## config.mk

```make
export PLATFORM = sky130hd
export DESIGN_NAME = spi_flash_arbiter
export DESIGN_NICKNAME = d
export VERILOG_FILES = /design/src/rtl/spi_flash_arbiter.sv
export SDC_FILE = /design/constraint.sdc
export NUM_CORES = 1
export LEC_CHECK = 0
export ABC_CLOCK_PERIOD_IN_PS = 3350
export CAP_MARGIN = 20
export CELL_PAD_IN_SITES_DETAIL_PLACEMENT = 1
export CELL_PAD_IN_SITES_GLOBAL_PLACEMENT = 2
export CORE_AREA = 2 2 111 113
export DETAILED_ROUTE_END_ITERATION = 7
export DIE_AREA = 0 0 113 115
export DONT_BUFFER_PORTS = 1
export HOLD_SLACK_MARGIN = 0.03
export PLACE_DENSITY_LB_ADDON = 0.08
export SYNTH_ARGS = -nofsm -noshare
export SYNTH_HDL_FRONTEND = slang
export SYNTH_SLANG_ARGS = --single-unit
```

## constraint.sdc

```tcl
create_clock -name clk -period 3.35 [get_ports clk]
set_clock_uncertainty 0.15 [all_clocks]
set_input_delay 0 -clock clk [delete_from_list [all_inputs] [get_ports clk]]
set_output_delay 0 -clock clk [all_outputs]
set_load 0.005 [all_outputs]
```

## src/rtl/spi_flash_arbiter.sv

```systemverilog
// rtl/spi_flash_arbiter.sv - SPI flash bus arbiter between the JTAG bridge and a fabric command engine
module spi_flash_arbiter #(
  parameter int CLK_DIV   = 2,
  parameter int CSN_GUARD = 4
) (
  input  logic        clk,
  input  logic        rst_n,
  input  logic        jtag_csn,
  input  logic        jtag_sck,
  input  logic        jtag_sdi,
  output logic        jtag_sdo,
  input  logic        cmd_valid,
  output logic        cmd_ready,
  input  logic [7:0]  cmd_opcode,
  input  logic        cmd_has_addr,
  input  logic [23:0] cmd_addr,
  input  logic [7:0]  cmd_rd_len,
  output logic        rd_valid,
  output logic [7:0]  rd_data,
  output logic        cmd_done,
  output logic        jtag_owner,
  output logic        flash_csn,
  output logic        flash_sck,
  output logic        flash_sdi,
  input  logic        flash_sdo
);

  localparam int DW = (CLK_DIV > 1) ? $clog2(CLK_DIV) : 1;
  localparam int GW = (CSN_GUARD > 1) ? $clog2(CSN_GUARD) : 1;
  localparam logic [DW-1:0] DIV_MAX   = DW'(CLK_DIV - 1);
  localparam logic [GW-1:0] GUARD_MAX = GW'(CSN_GUARD - 1);

  localparam logic [1:0] S_IDLE  = 2'd0;
  localparam logic [1:0] S_JTAG  = 2'd1;
  localparam logic [1:0] S_SHIFT = 2'd2;
  localparam logic [1:0] S_GUARD = 2'd3;

  logic [1:0]    state_q, state_d;
  logic          jcsn_s1_q, jcsn_s2_q;
  logic          owner_q, owner_d;
  logic          csn_q, csn_d;
  logic          sck_q, sck_d;
  logic [31:0]   tx_q, tx_d;
  logic [7:0]    rx_q, rx_d;
  logic          rd_valid_q, rd_valid_d;
  logic [7:0]    rd_data_q, rd_data_d;
  logic          done_q, done_d;
  logic [11:0]   bit_q, bit_d;
  logic [11:0]   total_q, total_d;
  logic [5:0]    hdr_q, hdr_d;
  logic [DW-1:0] div_q, div_d;
  logic [GW-1:0] guard_q, guard_d;
  logic          jreq;

  assign jreq = !jcsn_s2_q;

  always_comb begin
    state_d    = state_q;
    owner_d    = owner_q;
    csn_d      = csn_q;
    sck_d      = sck_q;
    tx_d       = tx_q;
    rx_d       = rx_q;
    rd_valid_d = 1'b0;
    rd_data_d  = rd_data_q;
    done_d     = 1'b0;
    bit_d      = bit_q;
    total_d    = total_q;
    hdr_d      = hdr_q;
    div_d      = div_q;
    guard_d    = guard_q;
    case (state_q)
      S_IDLE: begin
        if (jreq) begin
          state_d = S_JTAG;
          owner_d = 1'b1;
        end else if (cmd_valid) begin
          state_d = S_SHIFT;
          csn_d   = 1'b0;
          sck_d   = 1'b0;
          tx_d    = cmd_has_addr ? {cmd_opcode, cmd_addr} : {cmd_opcode, 24'h0};
          hdr_d   = cmd_has_addr ? 6'd32 : 6'd8;
          total_d = 12'(hdr_d) + {1'b0, cmd_rd_len, 3'b000};
          bit_d   = 12'd0;
          div_d   = '0;
        end
      end
      S_JTAG: begin
        if (!jreq) begin
          state_d = S_GUARD;
          owner_d = 1'b0;
          guard_d = '0;
        end
      end
      S_SHIFT: begin
        if (div_q == DIV_MAX) begin
          div_d = '0;
          if (!sck_q) begin
            sck_d = 1'b1;
            // header bytes are whole bytes, so bit_q[2:0] also marks data byte ends
            if (bit_q >= {6'b0, hdr_q}) begin
              rx_d = {rx_q[6:0], flash_sdo};
              if (bit_q[2:0] == 3'd7) begin
                rd_valid_d = 1'b1;
                rd_data_d  = {rx_q[6:0], flash_sdo};
              end
            end
          end else begin
            sck_d = 1'b0;
            if (bit_q == total_q - 12'd1) begin
              state_d = S_GUARD;
              csn_d   = 1'b1;
              done_d  = 1'b1;
              guard_d = '0;
              tx_d    = 32'h0;
            end else begin
              bit_d = bit_q + 12'd1;
              tx_d  = {tx_q[30:0], 1'b0};
            end
          end
        end else begin
          div_d = div_q + 1'b1;
        end
      end
      default: begin
        if (guard_q == GUARD_MAX) state_d = S_IDLE;
        else                      guard_d = guard_q + 1'b1;
      end
    endcase
  end

  always_ff @(posedge clk) begin
    jcsn_s1_q <= jtag_csn;
    jcsn_s2_q <= jcsn_s1_q;
    if (!rst_n) begin
      state_q    <= S_IDLE;
      jcsn_s1_q  <= 1'b1;
      jcsn_s2_q  <= 1'b1;
      owner_q    <= 1'b0;
      csn_q      <= 1'b1;
      sck_q      <= 1'b0;
      tx_q       <= 32'h0;
      rx_q       <= 8'h0;
      rd_valid_q <= 1'b0;
      rd_data_q  <= 8'h0;
      done_q     <= 1'b0;
      bit_q      <= 12'd0;
      total_q    <= 12'd0;
      hdr_q      <= 6'd0;
      div_q      <= '0;
      guard_q    <= '0;
    end else begin
      state_q    <= state_d;
      owner_q    <= owner_d;
      csn_q      <= csn_d;
      sck_q      <= sck_d;
      tx_q       <= tx_d;
      rx_q       <= rx_d;
      rd_valid_q <= rd_valid_d;
      rd_data_q  <= rd_data_d;
      done_q     <= done_d;
      bit_q      <= bit_d;
      total_q    <= total_d;
      hdr_q      <= hdr_d;
      div_q      <= div_d;
      guard_q    <= guard_d;
    end
  end

  // JTAG ownership hands the raw bridge pins straight to the flash
  assign flash_csn  = owner_q ? jtag_csn : csn_q;
  assign flash_sck  = owner_q ? jtag_sck : sck_q;
  assign flash_sdi  = owner_q ? jtag_sdi : tx_q[31];
  assign jtag_sdo   = flash_sdo;
  assign jtag_owner = owner_q;
  assign cmd_ready  = rst_n && (state_q == S_IDLE) && !jreq;
  assign rd_valid   = rd_valid_q;
  assign rd_data    = rd_data_q;
  assign cmd_done   = done_q;

endmodule

```

==> results of run 1 <==
==> synthesized netlist by cell type, drive strengths merged, types with 2 or more instances <==
cell type  instances
a211oi             5
a21oi             57
a31oi             11
a32oi             23
a41o               2
and2               2
and3               5
and3b              2
and4               3
buf                8
clkbuf            25
dfxtp             82
ha                14
inv               11
mux2               3
mux2i             17
nand2             41
nand2b            10
nand3             20
nand3b             2
nand4              4
nor2              28
nor2b             12
nor3              11
nor4               3
o2111ai            2
o211ai             3
o21ai             37
o31ai              3
or4                3
xnor2             14
xor2               4
==> cells by family (layout without fill, tap and decap cells) <==
| family | Yosys count | after routing | synth area share [%] |
|---|---|---|---|
| XOR/XNOR | 18 | 18 | 3.89 |
| multiplexers | 20 | 20 | 5.04 |
| AO/OA/AOI/OAI | 153 | 153 | 23.7 |
| flip-flops | 82 | 82 | 40.6 |
| AND/OR/NAND/NOR | 148 | 148 | 18.1 |
| adder cells (fa/ha/maj) | 14 | 14 | 4.33 |
| buffers and inverters | 44 | 88 | 4.33 |
==> registers in the layout (all words and copies together) (netlist names) <==
name,flops
csn_q,1
rd_valid,1
bit_q,12
jcsn_s2_q,1
tx_q,32
jcsn_s1_q,1
div_q,1
cmd_done,1
state_q,2
rx_q,7
sck_q,1
hdr_q,2
jtag_owner,1
guard_q,2
total_q,9
rd_data,8
==> worst max-delay path, delay by kind of cell (launching register included) <==
kind | cells | cell delay [ps]
AOI/OAI and AO/OA | 3 | 610
and+or+nand+nor | 1 | 460
DFF | 1 | 430
buffers and inverters | 2 | 390
xor gates and xnor gates | 2 | 290
adders and majority gates | 1 | 230
==> cells in the final DEF (no fill, tap or decap), drive strengths merged, types with 2 or more instances in the layout <==
master,count
a211oi,5
a21oi,57
a31oi,11
a32oi,23
a41o,2
and2,2
and3,5
and3b,2
and4,3
buf,8
clkbuf,12
clkinv,3
dfxtp,82
dlygate4sd3,53
ha,14
inv,11
mux2,3
mux2i,17
nand2,41
nand2b,10
nand3,20
nand3b,2
nand4,4
nor2,28
nor2b,12
nor3,11
nor4,3
o2111ai,2
o211ai,3
o21ai,37
o31ai,3
or4,3
xnor2,14
xor2,4
==> worst paths after layout <==
kind | start | to | slack (ps)
worst min-delay path | rst_n | rx_q[5] | 120
worst max-delay path | total_q[3] | tx_q[3] | 620
worst min register to register | jcsn_s1_q | jcsn_s2_q | 270
worst max register to register | total_q[3] | tx_q[3] | 620
==> area by class of cell <==
| type | instances | area share, % |
|---|---|---|
| multi-input cells | 353 | 45.0 |
| flip-flops and latches | 82 | 32.8 |
| inverters | 11 | 0.825 |
| repair buffers | 61 | 12.0 |
| well taps | 147 | 3.67 |
| clock inverters | 4 | 0.525 |
| clock buffers | 12 | 5.12 |
==> timing repair <==
item,CTS,global route
endpoints found under the setup margin,0,0
buffers inserted,0,0
hold endpoints to repair,67,0
hold buffers,54,0
==> per-stage QoR <==
stage                     total power, W  std cells
after global routing             0.00382        670
after floorplan                  0.00224        479
after global placement           0.00251        600
after detailed placement         0.00254        600
final                            0.00355        670
after CTS                        0.00358        670
==> power breakdown <==
group / internal [W] / switching, W / leakage [nW]
sequential: 0.00123 / 0.000182 / 0.671
clock: 0.000542 / 0.000410 / 0.139
combinational: 0.000459 / 0.000721 / 0.979
==> routing by layer <==
metal / GRT usage, % / share of wire (%)
met5: 0 / 0
met4: 7.97 / 1.4
met3: 3.43 / 3.6
met2: 29.9 / 47
met1: 23.6 / 48
==> flow_metrics.tcl, run 1 <==
set metrics [dict create \
    cts_root_buffer "clkbuf_16" \
    syn_nets 541 \
    grt_pass1_wl_mm 19.0 \
    num_vias 3673 \
    syn_area_um2 4050 \
    setup_tns_ps 0 \
    drive_above_1_share_pct 6.31 \
    via_per_inst 5.48 \
    end_kind "flop" \
    syn-instance-count 479 \
    row_count 40 \
    yosys-top-cells-area "dfxtp_1, a21oi_1, a32oi_1, o21ai_0, ha_1" \
    cts.htree.levels 3 \
    synth_cell_types 47 \
    period_share_pct 81.5 \
    syn_to_final_growth_pct 23.7 \
    die_y_um 115 \
    fin_ws_ps 619 \
    nets 580 \
    ctsResizeCount 0 \
    leakage_nw 1.79 \
    diodes 0 \
    rsz0062_at_grt "no" \
    power_density_nw_per_um2 709 \
    ys.flop_type "dfxtp_1" \
    antenna_found_initial 0 \
    multi_input_area_um2 2250 \
    track_usage_pct 18.2 \
    ys_ff_latch 82 \
    io_pins 64 \
    slowest_delay_ps 460 \
    path_cells "inv_1 -> ha_1 -> xnor2_1 -> xnor2_1 -> nor4_1 -> o2111ai_4 -> buf_4 -> a32oi_1 -> a21oi_1" \
    start_kind "flop" \
    place_area_um2 4170 \
    ant_nets 0 \
    ys_async_sr_fraction_pct 0 \
    nFillCells 1400 \
    overflow 0 \
    syn_area_per_cell_um2 8.45 \
    holdPathStages 2 \
    yosysTopAreaCellShare_pct 40.6 \
    preCtsSetupSlack_ps 633 \
    finalInstanceArea_um2 5010 \
    status "complete, but fails checks" \
    drtIter0Drc 158 \
    core_area_um2 11800 \
    first_pass_iters 6 \
    die_area_um2 13000 \
    cts.clk_slew.worst_paths_ps 60 \
    clk_path_buf_depth 2 \
    cts_buffers 9 \
    crit_arrival_ps 2780 \
    cts_tree "done" \
    wire_per_inst_um 17.0 \
    hold_path_class "in -> reg" \
    cp.required_ps 3400 \
    yosysWarnings 0 \
    cp_slowest_cell "nor4_1" \
    register_area_um2 1640 \
    whs_ps 118 \
    setup_violations 0 \
    violations "DRC" \
    tightest_slew_ps 998 \
    dp_hpwl_mm 7.30 \
    seq_area_frac_synth_pct 40.6 \
    drt_wl_total_mm 11.4 \
    hold_viol_final 0 \
    die_width_um 113 \
    final_util_pct 42.4 \
    synth_edf_count 0 \
    slew_violations 0 \
    gp_congestion 0.788 \
    clkSinkCount 82 \
    clock_latency_ps 340 \
    synth_top_cell_by_area "dfxtp_1" \
    grt_max_degree 64 \
    post-route-drc-count 5 \
    fin_crit_ps 2730 \
    irDropWorstVdd_mv 0.333 \
    crit_fanout 38 \
    r2r_cells 9 \
    maxCapViolations 0 \
    path_class "reg -> reg" \
    grt_pass1_vias 3822 \
    path_common_cell "xnor2_1" \
    clock.fmax_ghz 0.366 \
    io_buffer_count 0 \
    relSlewSlack_pct 33.4 \
    initial_core_util_pct 34.3 \
]
Note: power is estimated with default switching activity, not from simulation.
==> inputs of run 2 (changes only) <==
- ABC_CLOCK_PERIOD_IN_PS: 3350 -> 2400
- CORE_AREA: 2 2 111 113 -> 2 2 113 115
- DIE_AREA: 0 0 113 115 -> 0 0 115 117
- clock period: 3.35 -> 2.4 ns (I/O delays scaled with it)
==> flow_metrics.tcl, run 2 (synthesized netlist as in run 1, its figures left out) <==
set metrics [dict create \
    maxCapViolations 0 \
    die_width_um 115 \
    core_area_um2 12300 \
    crit_buf_inv 5 \
    grt_pass1_wl_mm 19.7 \
    overflow 0 \
    antenna_found_initial 0 \
    preCtsSetupSlack_ps -74.3 \
    die_area_um2 13500 \
    nFillCells 1431 \
    slowest_delay_ps 340 \
    hold_viol_final 0 \
    grt_max_degree 64 \
    fin_crit_ps 2400 \
    io_pins 64 \
    nets 614 \
    irDropWorstVdd_mv 0.490 \
    drt_wl_total_mm 12.2 \
    path_cells "inv_2 -> ha_4 -> buf_6 -> xnor2_4 -> xnor2_2 -> nor4_2 -> buf_4 -> o2111ai_4 -> buf_12 -> clkbuf_16 -> a32oi_2 -> a21oi_1" \
    leakage_nw 2.02 \
    diodes 0 \
    final_common_cell "dfxtp_1" \
    grtUsageMet1_pct 23.8 \
    regMostFlops "tx_q" \
    clkSinkCount 82 \
    grt_pass1_vias 3823 \
    start_kind "flop" \
    final_util_pct 45.0 \
    gp_congestion 0.807 \
    relSlewSlack_pct 61.3 \
    end_kind "flop" \
    slew_violations 0 \
    ant_nets 0 \
    clk_path_buf_depth 2 \
    num_vias 3856 \
    track_usage_pct 18.6 \
    cp_top_family "buffers and inverters" \
    row_count 41 \
    met3_usage_pct 3.04 \
    mostFrequentLayoutCells "dfxtp_1, a21oi_1, dlygate4sd3_1" \
    largest_reg_flops 32 \
    io_buffer_count 0 \
    clock.fmax_ghz 0.417 \
    drtIter0Drc 152 \
    largestRegisters "tx_q (32), bit_q (12), total_q (9)" \
    period_share_pct 99.9 \
    crit_arrival_ps 2470 \
    hold_path_class "in -> reg" \
    top_usage_layer "met2" \
    met2_usage_pct 31.8 \
    first_pass_iters 4 \
    via_per_inst 5.46 \
    rsz0062_at_grt "yes" \
    clock_latency_ps 340 \
    initial_core_util_pct 32.9 \
    post-route-drc-count 0 \
    setup_violations 0 \
    cts_tree "done" \
    power_density_nw_per_um2 970 \
    crit_fanout 5 \
    path_class "reg -> reg" \
    drive_above_1_share_pct 17.1 \
    cts_buffers 9 \
    cp_slowest_cell "dfxtp_2" \
    die_y_um 117 \
    cts.htree.levels 3 \
    cts_root_buffer "clkbuf_16" \
    cts.clk_slew.worst_paths_ps 60 \
    syn_to_final_growth_pct 37.0 \
    wire_per_inst_um 17.2 \
    tightest_slew_ps 576 \
    status "complete, no violations" \
    fin_ws_ps 1.23 \
    cp.required_ps 2470 \
    dp_hpwl_mm 8.02 \
]
run 2: cell types whose count changed in the layout (fill, tap and decap cells not counted), sizes merged:
| cell | previous run | this run |
|---|---|---|
| buf | 8 | 41 |
| bufinv | 0 | 1 |
| clkinv | 3 | 0 |
| dlymetal6s4s | 0 | 1 |
| dlygate4sd3 | 53 | 52 |
| clkbuf | 12 | 14 |
run 2: layout make-up:
| class | count | area [µm²] | share of cell area (%) |
|---|---|---|---|
| Clock inverter | 2 | 37.5 | 0.677 |
| Timing Repair Buffer | 95 | 950 | 17.1 |
| Multi-Input combinational cell | 353 | 2430 | 43.9 |
| Clock buffer | 13 | 250 | 4.51 |
| Inverter | 11 | 41.3 | 0.745 |
| Sequential cell | 82 | 1640 | 29.6 |
| Tap cell | 150 | 188 | 3.38 |
run 2: final timing paths:
path	start	end	slack, ps	cells past startpoint
setup / recovery	total_q[4]	tx_q[10]	1	12
hold reg to reg	guard_q[1]	guard_q[1]	320	2
hold / removal	cmd_has_addr	hdr_q[3]	40	4
setup reg to reg	total_q[4]	tx_q[10]	1	12
run 2: metrics by stage:
stage	cell area (µm²)	cells	hold WS, ps	TNS, ps	power (W)
4_1_cts	5360	705	56.0	0	0.00530
3_3_place_gp	4430	632	-150	0	0.00371
3_5_place_dp	4430	632	-150	-204	0.00376
6_report	5550	706	44.5	0	0.00538
2_1_floorplan	4050	479	-69.2	0	0.00314
5_1_grt	5550	706	90.5	-1310	0.00576
run 2: where the power goes:
part	switching [W]	total [W]	internal [W]
registers	0.000247	0.00197	0.00172
clock network	0.000555	0.00139	0.000831
logic	0.00115	0.00202	0.000868
run 2: layer usage:
layer  part of all wire [%]  vias up
met3                    2.7       13
met5                      0        -
met1                     47     1876
li1                       -     1906
met4                    1.6        0
met2                     49       61
run 2: tightest hold or removal path, cell delays in order:
cell and delay [ps]:
dlymetal6s4s_1 260, nor2_1 70, a21oi_1 110, nor2_1 40
run 2: repair_timing:
| item | 4_1_cts | 5_1_grt |
|---|---|---|
| cloned | 1 | 1 |
| hold buffers | 54 | 0 |
| gates resized for setup | 6 | 39 |
| pin swaps | 1 | 38 |
| setup endpoints to repair | 10 | 48 |
| buffers inserted | 3 | 2 |
| endpoints found under the hold margin | 70 | 0 |
